==> src/rtl/sig_wr.sv <==
// rtl/sig_wr.sv - last-address signalling bus write initiator with ack timeout and idle gap
// Optional single retry after a timeout is built when SIG_WR_RETRY_EN is defined.

`ifndef ADR_WIDTH
`define ADR_WIDTH 32
`endif

module sig_wr #(
  parameter int ADR_WIDTH = `ADR_WIDTH,
  parameter int DAT_WIDTH = 32,
  parameter int TIMEOUT   = 16,
  parameter int GAP       = 1
) (
  input  logic                 clk_i,
  input  logic                 rst_ni,
  input  logic                 req_valid_i,
  output logic                 req_ready_o,
  input  logic [DAT_WIDTH-1:0] req_dat_i,
  output logic                 cyc_o,
  output logic                 stb_o,
  output logic                 we_o,
  output logic [ADR_WIDTH-1:0] adr_o,
  output logic [DAT_WIDTH-1:0] dat_o,
  input  logic                 ack_i,
  output logic                 done_o,
  output logic                 err_o
);

  localparam int GAP_EFF = (GAP < 1) ? 1 : GAP;
  localparam int TW      = (TIMEOUT > 0) ? $clog2(TIMEOUT + 1) : 1;
  localparam int GW      = $clog2(GAP_EFF + 1);
  localparam logic [TW-1:0] TO_LAST  = (TIMEOUT > 0) ? TW'(TIMEOUT - 1) : '0;
  localparam logic [GW-1:0] GAP_LAST = GW'(GAP_EFF - 1);

  typedef enum logic [1:0] {
    S_IDLE  = 2'd0,
    S_WRITE = 2'd1,
    S_GAP   = 2'd2
  } state_e;

  state_e                 state_q;
  logic [TW-1:0]          tcnt_q;
  logic [GW-1:0]          gcnt_q;
  logic                   ready_q;
  logic                   cyc_q;
  logic                   done_q;
  logic                   err_q;
  logic [ADR_WIDTH-1:0]   adr_q;
  logic [DAT_WIDTH-1:0]   dat_q;
  logic                   timeout_hit;

`ifdef SIG_WR_RETRY_EN
  logic [DAT_WIDTH-1:0]   cap_q;
  logic                   retry_q;
  logic                   reissue_q;
`endif

  assign timeout_hit = (TIMEOUT != 0) && (tcnt_q == TO_LAST);

  always_ff @(posedge clk_i or negedge rst_ni) begin
    if (!rst_ni) begin
      state_q   <= S_IDLE;
      tcnt_q    <= '0;
      gcnt_q    <= '0;
      ready_q   <= 1'b0;
      cyc_q     <= 1'b0;
      done_q    <= 1'b0;
      err_q     <= 1'b0;
      adr_q     <= '0;
      dat_q     <= '0;
`ifdef SIG_WR_RETRY_EN
      cap_q     <= '0;
      retry_q   <= 1'b0;
      reissue_q <= 1'b0;
`endif
    end else begin
      done_q <= 1'b0;
      err_q  <= 1'b0;
      case (state_q)
        S_IDLE: begin
          // ready rises on the first edge after reset without accepting anything yet
          ready_q <= 1'b1;
          if (req_valid_i && ready_q) begin
            state_q   <= S_WRITE;
            ready_q   <= 1'b0;
            cyc_q     <= 1'b1;
            adr_q     <= '1;
            dat_q     <= req_dat_i;
            tcnt_q    <= '0;
`ifdef SIG_WR_RETRY_EN
            cap_q     <= req_dat_i;
            retry_q   <= 1'b0;
`endif
          end
        end
        S_WRITE: begin
          if (TIMEOUT != 0) tcnt_q <= tcnt_q + 1'b1;
          if (ack_i || timeout_hit) begin
            state_q <= S_GAP;
            cyc_q   <= 1'b0;
            adr_q   <= '0;
            dat_q   <= '0;
            gcnt_q  <= '0;
            if (ack_i) begin
              done_q <= 1'b1;
            end else begin
`ifdef SIG_WR_RETRY_EN
              if (retry_q) begin
                err_q <= 1'b1;
              end else begin
                retry_q   <= 1'b1;
                reissue_q <= 1'b1;
              end
`else
              err_q <= 1'b1;
`endif
            end
          end
        end
        S_GAP: begin
          if (gcnt_q == GAP_LAST) begin
`ifdef SIG_WR_RETRY_EN
            if (reissue_q) begin
              reissue_q <= 1'b0;
              state_q   <= S_WRITE;
              cyc_q     <= 1'b1;
              adr_q     <= '1;
              dat_q     <= cap_q;
              tcnt_q    <= '0;
            end else begin
              state_q <= S_IDLE;
              ready_q <= 1'b1;
            end
`else
            state_q <= S_IDLE;
            ready_q <= 1'b1;
`endif
          end else begin
            gcnt_q <= gcnt_q + 1'b1;
          end
        end
        default: begin
          state_q <= S_IDLE;
          ready_q <= 1'b0;
          cyc_q   <= 1'b0;
          adr_q   <= '0;
          dat_q   <= '0;
        end
      endcase
    end
  end

  assign req_ready_o = ready_q;
  assign cyc_o       = cyc_q;
  assign stb_o       = cyc_q;
  assign we_o        = cyc_q;
  assign adr_o       = adr_q;
  assign dat_o       = dat_q;
  assign done_o      = done_q;
  assign err_o       = err_q;

  a_done_err_excl: assert property (@(posedge clk_i) disable iff (!rst_ni) !(done_q && err_q));

endmodule

==> config.mk <==
export PLATFORM = sky130hd
export DESIGN_NAME = sig_wr
export DESIGN_NICKNAME = d
export VERILOG_FILES = /design/src/rtl/sig_wr.sv
export SDC_FILE = /design/constraint.sdc
export NUM_CORES = 1
export LEC_CHECK = 0
export ABC_AREA = 0
export BUFFER_PORTS_ARGS = -buffer_cell sky130_fd_sc_hd__buf_4
export CAP_MARGIN = 20
export CORE_MARGIN = 8
export CORE_UTILIZATION = 45
export CTS_CLUSTER_DIAMETER = 80
export DETAILED_ROUTE_END_ITERATION = 12
export PLACE_DENSITY_LB_ADDON = 0.3
export SETUP_SLACK_MARGIN = 0.5
export SLEW_MARGIN = 10
export SYNTH_ARGS = -nofsm -noshare
export SYNTH_HDL_FRONTEND = slang
export SYNTH_SLANG_ARGS = --single-unit
==> constraint.sdc <==
create_clock -name clk_i -period 3.6 [get_ports clk_i]
set_clock_uncertainty 0.05 [all_clocks]
set_input_delay 0.54 -clock clk_i [delete_from_list [all_inputs] [get_ports clk_i]]
set_output_delay 0.54 -clock clk_i [all_outputs]
set_load 0.01 [all_outputs]
==> flow_metrics.tcl, run 1 <==
set metrics [dict create \
    clkPwrFrac_pct 16.5 \
    ant_nets 0 \
    grt_max_degree 44 \
    reg2reg_from "tcnt_q[0]$_DFFE_PN0P_" \
    combPwrFrac_pct 47.8 \
    wl_per_cell_um 16.5 \
    status "complete, no violations" \
    syn_area_mm2 0.00192 \
    tightest_slew_ns 0.899 \
    viasPerCell 5.00 \
    rsz0062_at_grt "no" \
    finalWeightedCongestion 0.688 \
    worstPathRequired_ns 3.78 \
    post-route-period-util_pct 63.5 \
    ys_ff_latch 43 \
    p_leak_nw 1.36 \
    drtIter0Drc 115 \
    path_clk_slew_ns 0.08 \
    chipWidth_um 81.3 \
    critPathMaxFanout 32 \
    reg2reg_to "dat_o[0]$_DFFE_PN0P_" \
    max_clock_freq_mhz 438 \
    setup_viol 0 \
    yosys.cell_types.count 23 \
    final_common_cell "buf_4" \
    ios 106 \
    p_int_mw 1.43 \
    clock_sinks 43 \
    layout.nets 262 \
    synth_top_area_cell "dfrtp_1" \
    hp-class "input pin to async pin" \
    numCtsBuffers 5 \
    path_delay_family "simple AND/OR/NAND/NOR gates" \
    syn_nets 191 \
    maxCapViolations 0 \
    postRouteWirelength_mm 4.55 \
    crit_path_start "tcnt_q[0]$_DFFE_PN0P_" \
    seq_area_frac_synth_pct 56.1 \
    drv_slew 0 \
    crit_end "dat_o[0]$_DFFE_PN0P_" \
    p_sw_share_pct 36.5 \
    hold_buffers 0 \
    crit_chain "ha_1 > and3_1 > ha_1 > or4b_4 > o21ai_4 > a22o_1" \
    max_slew_margin_pct 40.1 \
    crit_arrival_ns 2.46 \
    synth.area.top_cells "dfrtp_1 56%, a22o_1 15%, buf_4 14%, buf_6 3.5%, o21ai_0 1.8%" \
    peakVddDrop_mv 0.422 \
    overflow 0 \
    clock_latency_ns 0.29 \
    reg2reg_slack_ns 1.32 \
    cts_setup_buffers 0 \
    drive_gt1_share_pct 52.0 \
    cpMaxStageDelayCell "or4b_4" \
    fin_crit_ns 2.28 \
    yosysTopAreaCellShare_pct 56.1 \
    antenna_found_initial 0 \
    cp_num_cells 6 \
    insertedDiodeCount 0 \
    grt_pass1_wl_mm 7.02 \
    syn_to_final_growth_pct 33.3 \
    crit_path_frequent_cell "ha_1" \
    p_switching_mw 0.821 \
    syn-instance-count 153 \
    setup_slack_ns 1.32 \
    first_pass_iters 4 \
    start_util_pct 47.2 \
    vias 1376 \
    cp-end-kind "flip-flop" \
    rr_worst_depth 6 \
    dp_hpwl_mm 3.33 \
    cts_resized 0 \
    critPathMaxStageDelay_ns 0.54 \
    htree_levels 2 \
    pwr-share-seq_pct 35.7 \
    core-area_mm2 0.00406 \
    path_buf_inv 0 \
    synth.avg_cell_area_um2 12.5 \
    die_h_um 81.3 \
    grt_pass1_vias 1376 \
    num_rows 23 \
    yosysWarnings 0 \
    drc 0 \
    final_cell_mix "106 x buf_4, 43 x dfrtp_1, 32 x a22o_1, 7 x o21ai_0, 5 x clkbuf_8" \
    setup_tns_ns 0 \
    grtUsageTotal_pct 13.7 \
    cts-root-buf "clkbuf_8" \
    cts_tree "built" \
    start_kind "flip-flop" \
    clockBufferDepth 2 \
    powerDensity_mw_per_mm2 880 \
    worst-setup-path-type "flip-flop to flip-flop" \
    dieArea_mm2 0.00660 \
    hold_violations 0 \
    dpl_worst_slack_ns 1.34 \
    io_buffers 105 \
]
[flip-flops by register name, indices dropped and copies added, names as in the netlist]
signal / count
tcnt_q: 5
req_ready_o: 1
done_o: 1
dat_o: 32
state_q: 2
err_o: 1
adr_o: 1
[cell type report]
| cell class | count | area [µm²] |
|---|---|---|
| clock buffer | 5 | 68.8 |
| clock inverter | 3 | 43.8 |
| fill | 325 | 1500 |
| inverter | 3 | 11.3 |
| multi-input combinational | 65 | 497 |
| sequential | 43 | 1080 |
| tap | 50 | 62.6 |
| timing repair buffer | 106 | 796 |
[synthesized netlist by cell type]
cell type	count
xor2_1	1
nor2_1	4
o21ai_0	7
or4b_4	1
nand3b_1	1
inv_1	3
and3_1	1
ha_1	2
or3_1	1
nand3_1	1
nor2b_1	1
buf_2	1
a21oi_1	3
o21ai_4	1
o31ai_1	1
buf_6	6
a22o_1	32
nor3b_1	1
dfrtp_1	43
and3b_1	1
nand2b_1	3
nand2_1	3
buf_4	35
[kinds of logic after synthesis]
kind of cell    Yosys count  share of synthesized area [%]
simple gates             18                           5.55
buf+inv                  45                           18.1
flops                    43                           56.1
compound gates           44                           18.5
fa+ha+maj                 2                           1.31
xor+xnor                  1                          0.457
[power by group through the flow]
stage | registers (mW) | logic, mW | clock network, mW
floorplan | 0.837 | 0.750 | 0
global route | 0.837 | 1.17 | 0.408
CTS | 0.804 | 1.10 | 0.380
detailed placement | 0.805 | 1.10 | 0
global placement | 0.804 | 1.08 | 0
finish | 0.802 | 1.07 | 0.371
[per-layer routing]
layer | GRT usage, % | vias to the layer above | part of all wire (%)
met4 | 5.36 | 0 | 0.95
met5 | 0 | - | 0
met2 | 19.9 | 79 | 45
met3 | 6.62 | 4 | 14
li1 | - | 649 | -
met1 | 17.1 | 644 | 40
[metrics by stage]
| step | instance area (µm²) | utilization [%] | power, mW | hold slack [ns] | instances |
|---|---|---|---|---|---|
| 3_5_place_dp | 2440 | 60.2 | 1.91 | 0.434 | 267 |
| 3_3_place_gp | 2440 | 60.2 | 1.88 | 0.435 | 267 |
| 5_1_grt | 2550 | 63.0 | 2.41 | 0.201 | 275 |
| 6_report | 2550 | 63.0 | 2.25 | 0.170 | 275 |
| 2_1_floorplan | 1920 | - | 1.59 | 0.194 | 153 |
| 4_1_cts | 2550 | 63.0 | 2.29 | 0.188 | 275 |
[worst min-delay path by stage]
stage	endpoint	startpoint	slack [ns]	depth (start not counted)
after floorplan	adr_o[30]$_DFFE_PN0P_	rst_ni	0.19	0
after global placement	dat_o[31]$_DFFE_PN0P_	dat_o[31]$_DFFE_PN0P_	0.43	1
after detailed placement	dat_o[29]$_DFFE_PN0P_	dat_o[29]$_DFFE_PN0P_	0.43	1
after CTS	dat_o[14]$_DFFE_PN0P_	rst_ni	0.19	1
after global routing	tcnt_q[0]$_DFFE_PN0P_	rst_ni	0.20	1
final	dat_o[15]$_DFFE_PN0P_	rst_ni	0.17	1
Note: power is estimated with default switching activity, not from simulation.
==> inputs of run 2 (changes only) <==
--- a/config.mk
+++ b/config.mk
@@ -5,7 +5,7 @@
 export SDC_FILE = /design/constraint.sdc
 export NUM_CORES = 1
 export LEC_CHECK = 0
-export ABC_AREA = 0
+export ABC_AREA = 1
 export BUFFER_PORTS_ARGS = -buffer_cell sky130_fd_sc_hd__buf_4
 export CAP_MARGIN = 20
 export CORE_MARGIN = 8
==> constraint.sdc (replaced) <==
create_clock -name clk_i -period 2.2 [get_ports clk_i]
set_clock_uncertainty 0.05 [all_clocks]
set_input_delay 0.33 -clock clk_i [delete_from_list [all_inputs] [get_ports clk_i]]
set_output_delay 0.33 -clock clk_i [all_outputs]
set_load 0.01 [all_outputs]
==> run 2 against run 1 <==
Net effect: wire length up 14%; register-to-register slack worse by 0.79 ns; global-route usage grew 0.45 points; synthesized area rose by 5.0%; core utilization up 4.0 points; maximum frequency increased by 36%; clock power is 33% higher; sequential share of layout area decreased by 5.0 points; critical path depth grew 4; highest routed layer unchanged.
==> flow_metrics.tcl, run 2 <==
set metrics [dict create \
    status "complete, no violations" \
    clock_latency_ns 0.28 \
    ant_nets 0 \
    post_dp_cell_area_mm2 0.00260 \
    final_cell_mix "113 x buf_4, 65 x nand2_1, 43 x dfrtp_1, 38 x nand3_1, 13 x nand2_2" \
    postRouteWirelength_mm 5.18 \
    ys_ff_latch 43 \
    layoutNonFillerInstCount 363 \
    peakVddDrop_mv 0.642 \
    seq_area_frac_synth_pct 53.5 \
    grt_pass1_wl_mm 8.29 \
    syn_nets 266 \
    overflow 0 \
    drtIter0Drc 75 \
    maxCapViolations 0 \
    start_kind "flip-flop" \
    max_slew_margin_pct 65.6 \
    dp_cells 348 \
    chipWidth_um 82.9 \
    cp-end-kind "flip-flop" \
    fin_crit_ns 1.68 \
    setup_tns_ns 0 \
    die_h_um 82.9 \
    drc 0 \
    vias 1730 \
    post-route-period-util_pct 76.3 \
    synth.avg_cell_area_um2 8.82 \
    fin_area_mm2 0.00290 \
    yosysMostFrequentCell "nand2_1" \
    hp-class "input pin to flip-flop" \
    crit_arrival_ns 1.80 \
    tightest_slew_ns 0.516 \
    start_util_pct 46.5 \
    synth.area.top_cells "dfrtp_1 53%, nand2_1 15%, buf_4 13%, nand3_1 9.5%, nor2_1 1.3%" \
    largest_reg_flops 32 \
    syn_area_mm2 0.00201 \
    path_delay_family "simple AND/OR/NAND/NOR gates" \
    dieArea_mm2 0.00687 \
    grt_max_degree 44 \
    drv_slew 0 \
    yosys.cell_types.count 17 \
    synth_flop_cell "dfrtp_1" \
    crit_path_start "tcnt_q[1]$_DFFE_PN0P_" \
    viasPerCell 4.77 \
    first_pass_iters 4 \
    ios 106 \
    yosysWarnings 0 \
    rsz0062_at_grt "yes" \
    num_rows 24 \
    setup_viol 0 \
    insertedDiodeCount 0 \
    cts_tree "built" \
    clockBufferDepth 2 \
    syn-instance-count 228 \
    clock_sinks 43 \
    fillers 376 \
    cts-root-buf "clkbuf_8" \
    dp_hpwl_mm 3.77 \
    fin_util_pct 67.0 \
    dpl_worst_slack_ns 0.362 \
    drive_gt1_share_pct 48.6 \
    critPathMaxFanout 8 \
    core-area_mm2 0.00432 \
    yosysTopAreaCellShare_pct 53.5 \
    whs_ns 0.222 \
    cpMaxStageDelayCell "dfrtp_1" \
    io_buffers 105 \
    max_clock_freq_mhz 596 \
    antenna_found_initial 0 \
    wl_per_cell_um 14.3 \
    synthArstFlopShare_pct 100 \
    reg2reg_from "tcnt_q[1]$_DFFE_PN0P_" \
    synthTopCellsByCount "82 x nand2_1, 43 x dfrtp_1, 38 x nand3_1" \
    worstPathRequired_ns 2.32 \
    numCtsBuffers 5 \
    grt_pass1_vias 1752 \
    worst-setup-path-type "flip-flop to flip-flop" \
    finalWeightedCongestion 0.800 \
    power_mw 4.34 \
    powerDensity_mw_per_mm2 1500 \
    grtUsageTotal_pct 14.2 \
    critPathMaxStageDelay_ns 0.40 \
    setup_slack_ns 0.522 \
    hold_violations 0 \
    synth_top_area_cell "dfrtp_1" \
    path_buf_inv 1 \
    path_clk_slew_ns 0.08 \
    layout.nets 349 \
    hp-start "req_dat_i[15]" \
    p_leak_nw 1.65 \
    final_common_cell "buf_4" \
    crit_chain "ha_2 > nand2_2 > nor2_2 > ha_2 > nor2_4 > nand2_4 > nand2_8 > clkbuf_16 > nand2_4 > nand2_2" \
    htree_levels 2 \
    synth_edf_count 0 \
    syn_to_final_growth_pct 43.9 \
]
## run 2: changes by cell type after synthesis, moves of 3 or more
cell / change
inv_1: +3
o21ai_0: -7
buf_6: -4
nand3_1: +37
nor2_1: +3
nand2_1: +79
nand2b_1: -3
buf_2: +3
a22o_1: -32
## run 2: logic make-up (layout without fill, tap and decap cells)
group,after synthesis,after routing,synth area share (%)
AOI/OAI and AO/OA,2,2,0.560
adders and majority gates,2,2,1.24
buffers and inverters,49,132,16.7
DFF,43,43,53.5
and+or+nand+nor,132,132,28.0
## run 2: repair_timing
action,4_1_cts,5_1_grt
gates cloned,0,2
setup buffers,3,2
hold buffers,1,0
setup endpoints to repair,23,31
pin swaps,1,5
hold endpoints to repair,34,0
gates resized for setup,3,30
## run 2: worst paths after layout
kind | end | slack [ns] | cells past startpoint
max | dat_o[29]$_DFFE_PN0P_ | 0.52 | 10
min in group asynchronous | dat_o[20]$_DFFE_PN0P_ | 0.51 | 2
min reg2reg | dat_o[20]$_DFFE_PN0P_ | 0.43 | 2
max reg2reg | dat_o[29]$_DFFE_PN0P_ | 0.52 | 10
max in group asynchronous | dat_o[29]$_DFFE_PN0P_ | 1.23 | 2
min | dat_o[15]$_DFFE_PN0P_ | 0.22 | 3
## run 2: where the power goes
group	internal, mW	total [mW]	switching, mW
registers	1.11	1.34	0.231
clock network	0.246	0.492	0.246
logic	1.22	2.50	1.28
## run 2: per-layer routing
metal	vias up	track usage [%]	part of all wire (%)
li1	853	-	-
met1	786	17.4	42
met2	84	21.9	47
met3	7	6.84	10
met4	0	2.88	0.69
met5	-	0	0
## run 2: final cells by class
| cell class | instances | area (µm²) | share of cell area [%] |
|---|---|---|---|
| clock buffer | 6 | 82.6 | 2.85 |
| inverter | 6 | 22.5 | 0.778 |
| timing repair buffer | 119 | 950 | 32.8 |
| sequential | 43 | 1080 | 37.2 |
| multi-input combinational | 136 | 694 | 24.0 |
| clock inverter | 1 | 5.00 | 0.173 |
| tap | 52 | 65.1 | 2.25 |
## run 2: tightest hold or removal path: cells and delay by family
family	cells	cell delay, ns
buffers and inverters	1	0.08
and+or+nand+nor	2	0.12
==> inputs of run 3 (changes only) <==
==> constraint.sdc (replaced) <==
create_clock -name clk_i -period 1.6 [get_ports clk_i]
set_clock_uncertainty 0.05 [all_clocks]
set_input_delay 0.24 -clock clk_i [delete_from_list [all_inputs] [get_ports clk_i]]
set_output_delay 0.24 -clock clk_i [all_outputs]
set_load 0.01 [all_outputs]
==> run 3 against run 2 <==
Net effect: the flow now finishes with violations (setup timing); sequential power increased by 46%; first-iteration DRC count increased by 49%; non-clock buffer count increased by 33; core utilization increased by 15 points; global-route usage increased by 2.3 points; highest routed layer unchanged; flip-flop and latch count unchanged; worst setup slack got worse by 0.56 ns.
==> flow_metrics.tcl, run 3 (synthesis results as in run 2) <==
set metrics [dict create \
    path_delay_family "simple AND/OR/NAND/NOR gates" \
    drtIter0Drc 112 \
    core-area_mm2 0.00432 \
    ios 106 \
    post_dp_cell_area_mm2 0.00263 \
    maxCapViolations 0 \
    p_leak_nw 1.91 \
    final_common_cell "buf_6" \
    start_kind "flip-flop" \
    status "complete, but fails checks" \
    powerDensity_mw_per_mm2 2150 \
    crit_chain "ha_2 > nand2_2 > nor2_4 > ha_4 > nor2_4 > nand2_2 > nand2_4 > buf_6 > nand2_1 > nand2_1" \
    rr_worst_depth 10 \
    grt_max_degree 44 \
    power_mw 7.63 \
    syn_to_final_growth_pct 76.4 \
    violations "setup timing" \
    largest_reg_flops 32 \
    layout.nets 382 \
    drive_gt1_share_pct 54.8 \
    insertedDiodeCount 0 \
    setup_slack_ns -0.0347 \
    chipWidth_um 82.9 \
    hp-start "req_dat_i[31]" \
    drv_slew 0 \
    ant_nets 0 \
    first_pass_iters 4 \
    hp-class "input pin to flip-flop" \
    reg2reg_to "dat_o[26]$_DFFE_PN0P_" \
    wl_per_cell_um 17.7 \
    path_buf_inv 1 \
    dpl_worst_slack_ns 0.000693 \
    cp-end-kind "flip-flop" \
    setup_viol 16 \
    crit_arrival_ns 1.83 \
    critPathMaxFanout 6 \
    dieArea_mm2 0.00687 \
    worstPathRequired_ns 1.79 \
    hold_path_end "dat_o[31]$_DFFE_PN0P_" \
    num_rows 24 \
    post-route-period-util_pct 102 \
    vias 2008 \
    htree_levels 2 \
    clock_latency_ns 0.30 \
    hold_violations 0 \
    max_clock_freq_mhz 612 \
    die_h_um 82.9 \
    path_clk_slew_ns 0.09 \
    cpMaxStageDelayCell "dfrtp_1" \
    fin_area_mm2 0.00355 \
    cts_tree "built" \
    dp_hpwl_mm 3.82 \
    fin_crit_ns 1.63 \
    cts-root-buf "clkbuf_8" \
    grt_pass1_wl_mm 9.48 \
    worst-setup-path-type "flip-flop to flip-flop" \
    clock_sinks 43 \
    finalWeightedCongestion 0.797 \
    final_cell_mix "79 x buf_6, 63 x nand2_1, 62 x buf_4, 42 x dfrtp_1, 38 x nand3_1" \
    overflow 0 \
    antenna_found_initial 0 \
    start_util_pct 46.5 \
    setup_tns_ns -0.166 \
    reg2reg_from "tcnt_q[0]$_DFFE_PN0P_" \
    reg2reg_slack_ns -0.03 \
    min_delay_path_depth 3 \
    max_slew_margin_pct 64.0 \
    grtUsageTotal_pct 16.4 \
    postRouteWirelength_mm 7.03 \
    rsz0062_at_grt "yes" \
    drc 0 \
    peakVddDrop_mv 1.24 \
    tightest_slew_ns 0.540 \
    io_buffers 105 \
    numCtsBuffers 5 \
    viasPerCell 5.06 \
    critPathMaxStageDelay_ns 0.40 \
    grt_pass1_vias 1952 \
    clockBufferDepth 2 \
]
## run 3: changes by cell type in the layout (fill, tap and decap cells not counted), moves of 2 or more
cell / previous run / this run
buf_16: 0 / 3
nand2_4: 4 / 1
buf_12: 0 / 2
nand2_2: 13 / 19
buf_6: 1 / 79
clkbuf_16: 2 / 4
buf_4: 113 / 62
nand2_1: 65 / 63
## run 3: metal layers
| layer | track usage (%) | up-vias | part of all wire [%] |
|---|---|---|---|
| met2 | 27.6 | 114 | 53 |
| met1 | 17.7 | 960 | 36 |
| met3 | 7.32 | 11 | 9.3 |
| met4 | 6.23 | 0 | 1.6 |
| met5 | 0 | - | 0 |
| li1 | - | 923 | - |
## run 3: timing repair
| item | CTS | global route |
|---|---|---|
| buffers inserted | 18 | 12 |
| pin swaps | 1 | 6 |
| gates cloned | 3 | 6 |
| hold endpoints to repair | 43 | 0 |
| resized for setup | 66 | 45 |
| hold buffers | 1 | 0 |
| endpoints found under the setup margin | 108 | 109 |
## run 3: how the worst max path moves through the flow
stage | from | end | slack [ns] | depth (start not counted)
after floorplan | tcnt_q[0]$_DFFE_PN0P_ | adr_o[30]$_DFFE_PN0P_ | 0.08 | 10
final | tcnt_q[0]$_DFFE_PN0P_ | dat_o[26]$_DFFE_PN0P_ | -0.03 | 10
after CTS | tcnt_q[1]$_DFFE_PN0P_ | dat_o[30]$_DFFE_PN0P_ | 0.02 | 10
after global routing | tcnt_q[0]$_DFFE_PN0P_ | dat_o[26]$_DFFE_PN0P_ | -0.11 | 10
after detailed placement | tcnt_q[1]$_DFFE_PN0P_ | adr_o[30]$_DFFE_PN0P_ | 0.0007 | 10
after global placement | tcnt_q[1]$_DFFE_PN0P_ | adr_o[30]$_DFFE_PN0P_ | 0.06 | 10
## run 3: layout make-up
cell class | count | area (µm²)
Fill cell | 262 | 774
Timing Repair Buffer | 152 | 1600
Tap cell | 52 | 65.1
Sequential cell | 43 | 1080
Multi-Input combinational cell | 136 | 694
Clock inverter | 2 | 12.5
Clock buffer | 6 | 72.6
Inverter | 6 | 22.5
## run 3: report_power, final
part           total [mW]  switching, mW  internal [mW]
Sequential           1.96          0.416           1.54
Clock               0.689          0.383          0.306
Combinational        4.98           2.16           2.82
## run 3: worst reg2reg max path: stages (launching register included)
cell     delay (ns)
dfrtp_1        0.40
ha_2           0.20
nand2_2        0.10
nor2_4         0.04
ha_4           0.16
nor2_4         0.10
nand2_2        0.09
nand2_4        0.15
buf_6          0.17
nand2_1        0.06
nand2_1        0.07
## run 3: stage by stage
stage | instances | hold WS [ns] | util, %
6_report | 397 | 0.116 | 82.1
5_1_grt | 397 | 0.113 | 82.1
4_1_cts | 379 | 0.109 | 73.5
3_5_place_dp | 349 | 0.216 | 60.9
3_3_place_gp | 349 | 0.214 | 60.9
2_1_floorplan | 228 | -0.106 | -
